===== src/rtl/sprite_path_mover_if.sv =====
// Handshake and table-load bundle for sprite_path_mover.
// The master side drives move requests, table writes and renderer acknowledgements.
interface sprite_path_mover_if #(
  parameter int X_W     = 9,
  parameter int Y_W     = 8,
  parameter int C_W     = 10,
  parameter int NUM_SEG = 8
);
  localparam int IDX_W = $clog2(NUM_SEG);

  logic             ld_dir;
  logic [1:0]       dir;
  logic             move;
  logic             set_pos;
  logic [X_W-1:0]   pos_x;
  logic [Y_W-1:0]   pos_y;
  logic             seg_we;
  logic [IDX_W-1:0] seg_idx;
  logic             seg_en;
  logic             seg_kind;
  logic [C_W-1:0]   seg_c;
  logic [X_W-1:0]   seg_xmin;
  logic [X_W-1:0]   seg_xmax;
  logic             done_bg;
  logic             done_char;
  logic [X_W-1:0]   x;
  logic [Y_W-1:0]   y;
  logic             draw_bg;
  logic             draw_char;
  logic             busy;
  logic             move_ok;
  logic             move_rej;

  modport master (
    output ld_dir, dir, move, set_pos, pos_x, pos_y,
           seg_we, seg_idx, seg_en, seg_kind, seg_c, seg_xmin, seg_xmax,
           done_bg, done_char,
    input  x, y, draw_bg, draw_char, busy, move_ok, move_rej
  );

  modport slave (
    input  ld_dir, dir, move, set_pos, pos_x, pos_y,
           seg_we, seg_idx, seg_en, seg_kind, seg_c, seg_xmin, seg_xmax,
           done_bg, done_char,
    output x, y, draw_bg, draw_char, busy, move_ok, move_rej
  );
endinterface


===== src/rtl/sprite_path_mover.sv =====
// Diagonal sprite mover: bounds check, one-segment-per-cycle walkability scan,
// then the erase / update / draw handshake with the background and character renderers.
module sprite_path_mover #(
  parameter int X_W     = 9,
  parameter int Y_W     = 8,
  parameter int C_W     = 10,
  parameter int NUM_SEG = 8,
  parameter int STEP    = 1,
  parameter int X_MAX   = 319,
  parameter int Y_MAX   = 239,
  parameter int INIT_X  = 1,
  parameter int INIT_Y  = 16
) (
  input logic                 clock,
  input logic                 resetn,
  sprite_path_mover_if.slave  bus
);

  localparam int IDX_W = $clog2(NUM_SEG);
  localparam int XE_W  = X_W + 2;
  localparam int YE_W  = Y_W + 2;
  localparam int EQ_W  = C_W + 1;

  typedef enum logic [3:0] {
    IDLE, ARMED, CALC, SCAN, DRAW_BG, WAIT_BG, UPDATE, DRAW_CHAR, WAIT_CHAR
  } state_t;

  state_t           state_q;
  logic [1:0]       dir_q;
  logic [X_W-1:0]   x_q;
  logic [Y_W-1:0]   y_q;
  logic [X_W:0]     nx_q;
  logic [Y_W:0]     ny_q;
  logic [IDX_W-1:0] idx_q;
  logic             draw_bg_q;
  logic             draw_char_q;
  logic             busy_q;
  logic             ok_q;
  logic             rej_q;

  logic [NUM_SEG-1:0]     seg_en_q;
  logic                   seg_kind_q [NUM_SEG];
  logic signed [C_W-1:0]  seg_c_q    [NUM_SEG];
  logic [X_W-1:0]         seg_xmin_q [NUM_SEG];
  logic [X_W-1:0]         seg_xmax_q [NUM_SEG];

  logic signed [XE_W-1:0] nx_d;
  logic signed [YE_W-1:0] ny_d;
  logic                   calc_oob;
  logic                   scan_hit;

  function automatic logic seg_hit(
    input logic                  en,
    input logic                  kind,
    input logic signed [C_W-1:0] c,
    input logic [X_W-1:0]        xmin,
    input logic [X_W-1:0]        xmax,
    input logic [X_W:0]          nx,
    input logic [Y_W:0]          ny
  );
    logic signed [EQ_W-1:0] xe;
    logic signed [EQ_W-1:0] ye;
    logic signed [EQ_W-1:0] ce;
    logic signed [EQ_W-1:0] lhs;
    xe  = signed'(EQ_W'(nx));
    ye  = signed'(EQ_W'(ny));
    ce  = EQ_W'(c);
    lhs = kind ? (ye - xe) : (xe + ye);
    return en && ({1'b0, xmin} <= nx) && (nx <= {1'b0, xmax}) && (lhs == ce);
  endfunction

  // Two guard bits so a step below zero shows up as a negative value
  always_comb begin
    nx_d = signed'({2'b00, x_q});
    ny_d = signed'({2'b00, y_q});
    if (dir_q[0]) nx_d = nx_d - XE_W'(STEP);
    else          nx_d = nx_d + XE_W'(STEP);
    if (dir_q[1]) ny_d = ny_d - YE_W'(STEP);
    else          ny_d = ny_d + YE_W'(STEP);
    calc_oob = (nx_d <= 0) || (nx_d > XE_W'(X_MAX)) ||
               (ny_d <= 0) || (ny_d > YE_W'(Y_MAX));
  end

  assign scan_hit = seg_hit(seg_en_q[idx_q], seg_kind_q[idx_q], seg_c_q[idx_q],
                            seg_xmin_q[idx_q], seg_xmax_q[idx_q], nx_q, ny_q);

  always_ff @(posedge clock) begin
    if (!resetn) begin
      state_q     <= IDLE;
      dir_q       <= 2'd0;
      x_q         <= X_W'(INIT_X);
      y_q         <= Y_W'(INIT_Y);
      idx_q       <= '0;
      draw_bg_q   <= 1'b0;
      draw_char_q <= 1'b0;
      busy_q      <= 1'b0;
      ok_q        <= 1'b0;
      rej_q       <= 1'b0;
    end else begin
      draw_bg_q   <= 1'b0;
      draw_char_q <= 1'b0;
      ok_q        <= 1'b0;
      rej_q       <= 1'b0;
      unique case (state_q)
        IDLE: begin
          if (bus.set_pos) begin
            x_q <= bus.pos_x;
            y_q <= bus.pos_y;
          end else if (bus.ld_dir) begin
            dir_q   <= bus.dir;
            state_q <= ARMED;
          end
        end
        ARMED: begin
          if (bus.ld_dir) dir_q <= bus.dir;
          if (bus.move) begin
            state_q <= CALC;
            busy_q  <= 1'b1;
          end
        end
        CALC: begin
          if (calc_oob) begin
            state_q <= IDLE;
            busy_q  <= 1'b0;
            rej_q   <= 1'b1;
          end else begin
            state_q <= SCAN;
            idx_q   <= '0;
          end
        end
        SCAN: begin
          if (scan_hit) begin
            state_q   <= DRAW_BG;
            draw_bg_q <= 1'b1;
          end else if (idx_q == IDX_W'(NUM_SEG - 1)) begin
            state_q <= IDLE;
            busy_q  <= 1'b0;
            rej_q   <= 1'b1;
          end else begin
            idx_q <= idx_q + 1'b1;
          end
        end
        DRAW_BG: state_q <= WAIT_BG;
        WAIT_BG: if (bus.done_bg) state_q <= UPDATE;
        UPDATE: begin
          x_q         <= nx_q[X_W-1:0];
          y_q         <= ny_q[Y_W-1:0];
          state_q     <= DRAW_CHAR;
          draw_char_q <= 1'b1;
        end
        DRAW_CHAR: state_q <= WAIT_CHAR;
        WAIT_CHAR: begin
          if (bus.done_char) begin
            state_q <= IDLE;
            busy_q  <= 1'b0;
            ok_q    <= 1'b1;
          end
        end
        default: begin
          state_q <= IDLE;
          busy_q  <= 1'b0;
        end
      endcase
    end
  end

  // Target is captured once in CALC so the scan and update use a stable value
  always_ff @(posedge clock) begin
    if (state_q == CALC) begin
      nx_q <= nx_d[X_W:0];
      ny_q <= ny_d[Y_W:0];
    end
  end

  always_ff @(posedge clock) begin
    if (!resetn) begin
      seg_en_q <= '0;
    end else if (bus.seg_we && (state_q != SCAN)) begin
      seg_en_q[bus.seg_idx] <= bus.seg_en;
    end
  end

  always_ff @(posedge clock) begin
    if (bus.seg_we && (state_q != SCAN)) begin
      seg_kind_q[bus.seg_idx] <= bus.seg_kind;
      seg_c_q[bus.seg_idx]    <= $signed(bus.seg_c);
      seg_xmin_q[bus.seg_idx] <= bus.seg_xmin;
      seg_xmax_q[bus.seg_idx] <= bus.seg_xmax;
    end
  end

  assign bus.x         = x_q;
  assign bus.y         = y_q;
  assign bus.draw_bg   = draw_bg_q;
  assign bus.draw_char = draw_char_q;
  assign bus.busy      = busy_q;
  assign bus.move_ok   = ok_q;
  assign bus.move_rej  = rej_q;

endmodule


===== src/flat_wrapper.sv =====
// flat-port wrapper written by rule: the top's interface ports become plain ports
module sprite_path_mover_flat 
#(
  parameter int X_W     = 9,
  parameter int Y_W     = 8,
  parameter int C_W     = 10,
  parameter int NUM_SEG = 8,
  parameter int STEP    = 1,
  parameter int X_MAX   = 319,
  parameter int Y_MAX   = 239,
  parameter int INIT_X  = 1,
  parameter int INIT_Y  = 16
)
  (clock, resetn, bus_ld_dir, bus_dir, bus_move, bus_set_pos, bus_pos_x, bus_pos_y, bus_seg_we, bus_seg_idx, bus_seg_en, bus_seg_kind, bus_seg_c, bus_seg_xmin, bus_seg_xmax, bus_done_bg, bus_done_char, bus_x, bus_y, bus_draw_bg, bus_draw_char, bus_busy, bus_move_ok, bus_move_rej);
  sprite_path_mover_if #(.X_W(X_W), .Y_W(Y_W), .C_W(C_W), .NUM_SEG(NUM_SEG)) bus_i ();
  input logic clock;
  input logic resetn;
  input wire logic [$bits(bus_i.ld_dir)-1:0] bus_ld_dir;
  input wire logic [$bits(bus_i.dir)-1:0] bus_dir;
  input wire logic [$bits(bus_i.move)-1:0] bus_move;
  input wire logic [$bits(bus_i.set_pos)-1:0] bus_set_pos;
  input wire logic [$bits(bus_i.pos_x)-1:0] bus_pos_x;
  input wire logic [$bits(bus_i.pos_y)-1:0] bus_pos_y;
  input wire logic [$bits(bus_i.seg_we)-1:0] bus_seg_we;
  input wire logic [$bits(bus_i.seg_idx)-1:0] bus_seg_idx;
  input wire logic [$bits(bus_i.seg_en)-1:0] bus_seg_en;
  input wire logic [$bits(bus_i.seg_kind)-1:0] bus_seg_kind;
  input wire logic [$bits(bus_i.seg_c)-1:0] bus_seg_c;
  input wire logic [$bits(bus_i.seg_xmin)-1:0] bus_seg_xmin;
  input wire logic [$bits(bus_i.seg_xmax)-1:0] bus_seg_xmax;
  input wire logic [$bits(bus_i.done_bg)-1:0] bus_done_bg;
  input wire logic [$bits(bus_i.done_char)-1:0] bus_done_char;
  output wire logic [$bits(bus_i.x)-1:0] bus_x;
  output wire logic [$bits(bus_i.y)-1:0] bus_y;
  output wire logic [$bits(bus_i.draw_bg)-1:0] bus_draw_bg;
  output wire logic [$bits(bus_i.draw_char)-1:0] bus_draw_char;
  output wire logic [$bits(bus_i.busy)-1:0] bus_busy;
  output wire logic [$bits(bus_i.move_ok)-1:0] bus_move_ok;
  output wire logic [$bits(bus_i.move_rej)-1:0] bus_move_rej;
  assign bus_i.ld_dir = bus_ld_dir;
  assign bus_i.dir = bus_dir;
  assign bus_i.move = bus_move;
  assign bus_i.set_pos = bus_set_pos;
  assign bus_i.pos_x = bus_pos_x;
  assign bus_i.pos_y = bus_pos_y;
  assign bus_i.seg_we = bus_seg_we;
  assign bus_i.seg_idx = bus_seg_idx;
  assign bus_i.seg_en = bus_seg_en;
  assign bus_i.seg_kind = bus_seg_kind;
  assign bus_i.seg_c = bus_seg_c;
  assign bus_i.seg_xmin = bus_seg_xmin;
  assign bus_i.seg_xmax = bus_seg_xmax;
  assign bus_i.done_bg = bus_done_bg;
  assign bus_i.done_char = bus_done_char;
  assign bus_x = bus_i.x;
  assign bus_y = bus_i.y;
  assign bus_draw_bg = bus_i.draw_bg;
  assign bus_draw_char = bus_i.draw_char;
  assign bus_busy = bus_i.busy;
  assign bus_move_ok = bus_i.move_ok;
  assign bus_move_rej = bus_i.move_rej;
  sprite_path_mover #(.X_W(X_W), .Y_W(Y_W), .C_W(C_W), .NUM_SEG(NUM_SEG), .STEP(STEP), .X_MAX(X_MAX), .Y_MAX(Y_MAX), .INIT_X(INIT_X), .INIT_Y(INIT_Y)) u_core (.clock(clock), .resetn(resetn), .bus(bus_i));
endmodule

===== config.mk =====
export PLATFORM = sky130hd
export DESIGN_NAME = sprite_path_mover_flat
export DESIGN_NICKNAME = d
export VERILOG_FILES = /design/src/rtl/sprite_path_mover_if.sv /design/src/rtl/sprite_path_mover.sv /design/src/flat_wrapper.sv
export SDC_FILE = /design/constraint.sdc
export NUM_CORES = 1
export LEC_CHECK = 0
export CAP_MARGIN = 20
export CORE_ASPECT_RATIO = 0.8
export CORE_MARGIN = 5
export CORE_UTILIZATION = 56
export CTS_BUF_LIST = sky130_fd_sc_hd__clkbuf_2
export DETAILED_ROUTE_END_ITERATION = 7
export PLACE_DENSITY_LB_ADDON = 0.15
export SLEW_MARGIN = 20
export SYNTH_ARGS = -nofsm -noshare
export SYNTH_HDL_FRONTEND = slang
export SYNTH_SLANG_ARGS = --single-unit

===== constraint.sdc =====
create_clock -name clock -period 4.7 [get_ports clock]
set_input_delay 0.94 -clock clock [delete_from_list [all_inputs] [get_ports clock]]
set_output_delay 0.94 -clock clock [all_outputs]
set_load 0.01 [all_outputs]

* Yosys cells after proc, flatten, opt, wreduce, memory -nomap -nowiden
Memories as Yosys holds them, arrays and structs flattened. A register that Yosys moved wholly into a read port is not among the register bits.
Cells that the tools add are included.
** Word-level totals
- Bits of input ports :: 60
- Memories kept :: 4
- Memory bits (writable) :: 232
- Output and inout bits :: 22
- Latch bits :: 0
- ROM bits :: 0
- Bits in registers :: 58
** Memory list
- u_core.seg_c_q :: depth 8, width 10, read ports 1, clocked after Yosys merged registers in 1, write ports 1, line sprite_path_mover.sv:43 : logic signed [C_W-1:0] seg_c_q [NUM_SEG];
- u_core.seg_xmax_q :: depth 8, width 9, read ports 1, clocked after Yosys merged registers in 1, write ports 1, line sprite_path_mover.sv:45 : logic [X_W-1:0] seg_xmax_q [NUM_SEG];
- u_core.seg_xmin_q :: depth 8, width 9, read ports 1, clocked after Yosys merged registers in 1, write ports 1, line sprite_path_mover.sv:44 : logic [X_W-1:0] seg_xmin_q [NUM_SEG];
- u_core.seg_kind_q :: depth 8, width 1, read ports 1, clocked after Yosys merged registers in 1, write ports 1, line sprite_path_mover.sv:42 : logic seg_kind_q [NUM_SEG];
** Cells by class
- Equal/unequal tests :: 23
- $add $sub $neg :: 7
- Bitwise logic cells :: 1
- Order comparisons :: 9
- Muxes and demuxes :: 51
- Multipliers :: 0
- Divide/modulo/power cells :: 0
- Reductions and logical operators :: 20
- Shift operators :: 0
** Operator list (count)
- one-hot mux 4 bit (9 select lines) :: 1
- two-way mux 3 bit :: 11
- two-way mux 4 bit :: 7
- two-way mux 11 bit :: 2
- inequality test 2 bit, second input constant :: 9
- one-hot mux 9 bit (2 select lines) :: 1
- == test 4 x 3 -> 1 bit, second input constant :: 4
- one-hot mux 8 bit (2 select lines) :: 1
- two-way mux 1 bit :: 15
- AND reduction 6 bit :: 2
- adder 10 x 9 -> 11 bit :: 1
- == test 11 x 10 -> 1 bit :: 1
- greater-than comparator 11 x 10 -> 1 bit, second input constant :: 1
- <= comparator 11 x 1 -> 1 bit, second input constant :: 1
- subtractor 9 x 10 -> 11 bit :: 1
- adder 9 x 1 -> 10 bit, second input constant :: 1
- greater-than comparator 10 x 9 -> 1 bit, second input constant :: 1
- <= comparator 10 x 1 -> 1 bit, second input constant :: 1
- <= comparator 10 x 9 -> 1 bit :: 1
- <= comparator 9 x 10 -> 1 bit :: 1
- two-way mux 10 bit :: 1
- subtractor 9 x 1 -> 10 bit, second input constant :: 1
- adder 8 x 1 -> 9 bit, second input constant :: 1
- two-way mux 9 bit :: 1
- 28 further kinds :: 44

* Depth between registers and ports, before layout
- Word-level depth :: 10
- Gate-level depth with buffers :: 16
- Depth with buffers taken out :: 15

* Worst setup path after synthesis
OpenSTA, ideal clock, no wires.
- Kind :: register to register
- From :: register (tool-made name)
- To :: register (tool-made name)
- Path slack :: 202 ps
- Cell stages (with the launch flop) :: 17
- Clock period less this slack :: 4498 ps
- Setup time :: 136 ps
- Path buffers :: 4
- Data arrival time :: 4361 ps
- Path through :: dfxtp_1 > buf_2 > buf_2 > buf_1 > buf_1 > mux4_2 > mux2_2 > ha_1 > nor2b_1 > o21a_1 > o21a_1 > o21a_1 > o21ai_0 > a21oi_1 > a2111oi_4 > mux2i_1 > a21oi_1

==> metrics <==
Worst Tran Pin Value=1.01 ns; status=finished clean; Syn Nets=931; Slew Limit Fails=0; worst setup path category=reg -> reg; Detail Placement HPWL=17800 um; Int Power=4.07 mW; Hold Path Cell Cnt=2; Peak Freq=227 MHz; pwr/cell area=372 nW/um^2; number of global-route vias before repair=8233; GPL Wtd Cong=0.893; Seq/Total Area, Yosys=63.9%; # rows=50; Max FO, Critical Path=12; first-pass GRT wire length=45100 um; Setup WS pre-CTS=0.0393 ns; Clk network pwr share=30.7%; # fillers=1673; Setup Skew=0.0491 ns; area leader, netlist=edfxtp_1; CORE AREA=23200 um^2; post-synthesis xor/xnor area fraction=2.55%; Arr. time, crit path=5.05 ns; CP Data Required Time=5.35 ns; Bufs on Longest Clock Path=3; drt wl/cell=21.3 um; setup TNS=0 ns; Area Overhead vs Synth=14.8%; combinational share of power=14.8%; final hold violation count=0; Total GRT Usage=21.7%; CTS root buf=clkbuf_2; number of nets in the layout=1069; # port buffers=81; CTS tree=yes; maxcap violations=0; total power=5.61 mW; via count=7860; crit end category=register; detail-routed via count per cell=5.85; Final ANT Viol Nets=0; syn avg cell area=15.7 um^2; Post-route DRC=0; Clock transition at path regs=0.11 ns; distinct cell type count after synthesis=61; Worst-Skew Late Latency=0.80 ns; Post-Synth Adder-Cell Area=3.40%; I/O pin total=82; asr flop ratio synth=0%; Slowest cell on crit path=mux4_1; starting DRC count in detailed routing=667; Crit path largest cell delay=0.53 ns; Total Wirelength=28600 um; initial core utilization=56.5%; Reg power frac=54.5%; post-synthesis simple-gate area fraction=7.42%; TritonRoute pass-1 iters=6; final instance count without filler cells=1343; R2R depth=15; die area=26600 um^2; CTS Buf Count=73; GRT Residual Overflow=0; Leakage=5.19 nW; mux contribution to synthesized area=15.1%; largest family of logic cells by synthesized area=multiplexers; Min-Delay Path Class=reg -> reg; Synth Cell Area=13100 um^2; most area-consuming cells after synthesis=edfxtp_1 (57%), mux4_2 (8.4%), dfxtp_1 (6.4%), mux2i_1 (3.4%), ha_1 (3.2%); post-synthesis instance total=836; net switching power=1.54 mW; Synth Area in Compound Gates=5.65%; htree depth=3; unrepaired setup endpoints after global routing=false; pin count of the biggest net entering global routing=56; critical path cell sequence=mux4_1 > mux2_2 > a31oi_1 > xnor2_1 > ha_1 > and3_1 > a221oi_2 > o21ai_0 > inv_1 > o2111ai_1 > and4_1 > a2111oi_4 > buf_4 > or3_1 > o32ai_1; Yosys top cell area share=57.5%; DP Cell Count=1209; Die Wd=181 um; final period utilization=93.7%; Ys Warns=0; type of origin of the critical path=register; final worst slack=0.298 ns; minimum clock period=4.40 ns; final setup fails=0; Main synth FF type=edfxtp_1; flops & latches, synth=293; clk sinks=293; layout cells sized above 1=21.0%; switch share=27.5%; worst relative slew slack=32.4%; antenna violations before repair=2; number of synthesized flops with an enable pin=251; Max VDD drop=0.000222 V; hold_ws=0.510 ns; Die Ht=147 um
[path summary, 6_finish.rpt]
kind / from / end / slack, ns
setup / recovery: register / register / 0.30
hold / removal: u_core.seg_en_q[2] / u_core.seg_en_q[2] / 0.51
setup reg to reg: register / register / 0.30
hold reg to reg: u_core.seg_en_q[2] / u_core.seg_en_q[2] / 0.51
[cell families (layout without fill, tap and decap cells)]
group,count (synthesis),in the layout
mux,117,117
flops,293,293
simple gates,178,178
xor+xnor,35,35
compound gates,111,111
buf+inv,67,261
other cells,0,1
fa+ha+maj,35,35
[layer usage]
layer / routed length, um / vias to the layer above / global-route usage (%)
li1: - / 3649 / -
met1: 12700 / 3854 / 30.7
met2: 13400 / 310 / 33.5
met3: 1990 / 45 / 5.25
met4: 493 / 2 / 7.69
met5: 7 / - / 0
[state kept, by name, indices dropped and copies added, names as in the netlist, 2 cells and up, named ones only]
signal,count
u_core.nx_q,10
u_core.bus.x,9
u_core.state_q,4
u_core.seg_kind_q,8
u_core.bus.y,8
u_core.seg_xmin_q,72
u_core.idx_q,3
u_core.seg_en_q,8
u_core.seg_c_q,80
u_core.ny_q,9
u_core.seg_xmax_q,72
u_core.dir_q,2
[cell type report]
class / instances / area, um^2 / share of cell area [%]
inverters: 30 / 113 / 0.748
well taps: 312 / 390 / 2.59
clock inverters: 23 / 155 / 1.03
clock buffers: 108 / 541 / 3.59
multi-input cells: 476 / 4510 / 29.9
diodes: 1 / 2.50 / 0.0166
flip-flops and latches: 293 / 8380 / 55.7
repair buffers: 100 / 966 / 6.41
[power by group through the flow]
stage                     Sequential (mW)  Clock (mW)  Combinational [mW]
after floorplan                      3.06           0               0.557
after global placement               3.10           0               0.792
after detailed placement             3.11           0               0.813
after CTS                            3.05        1.78               0.822
after global routing                 3.07        1.93               0.911
final                                3.06        1.72               0.827
[worst max-delay path, delay by kind of cell (launching register included)]
kind | cells | cell delay (ns)
muxes | 2 | 0.91
and+or+nand+nor | 3 | 0.85
AOI/OAI and AO/OA | 6 | 1.35
xor gates and xnor gates | 1 | 0.09
adders and majority gates | 1 | 0.37
buffers and inverters | 2 | 0.31
DFF | 1 | 0.37
[placed cells by master, fill, tap and decap left out, types with 13 or more instances in the layout]
master,n
a211oi_1,17
a31oi_1,13
nor2_1,43
ha_1,34
clkinv_1,16
mux2i_1,45
inv_1,29
buf_4,18
o21ai_0,21
nand2_1,29
a21oi_1,23
dfxtp_1,39
edfxtp_1,251
clkbuf_2,108
xnor2_1,29
mux4_2,49
clkdlybuf4s50_1,81
[repair_timing]
action	in CTS	in global routing
endpoints found under the setup margin	1	10
hold buffers	0	0
pin swaps	1	1
resized for setup	0	2
buffers inserted	0	2
[Yosys cell counts (all sizes together), types with 17 or more instances]
cell type	n
o21ai	21
mux2i	45
nand2	29
dfxtp	42
a211oi	17
mux4	60
clkbuf	24
xnor2	29
a21oi	23
nor2	49
edfxtp	251
ha	34
inv	30
[metrics by stage]
| stage | area, um^2 | utilization [%] |
|---|---|---|
| finish | 15100 | 64.9 |
| global route | 15100 | 64.9 |
| CTS | 15000 | 64.8 |
| detailed placement | 14300 | 61.8 |
| global placement | 14300 | 61.8 |
| floorplan | 13100 | - |
No activity file was read; power rests on OpenSTA's default activity.
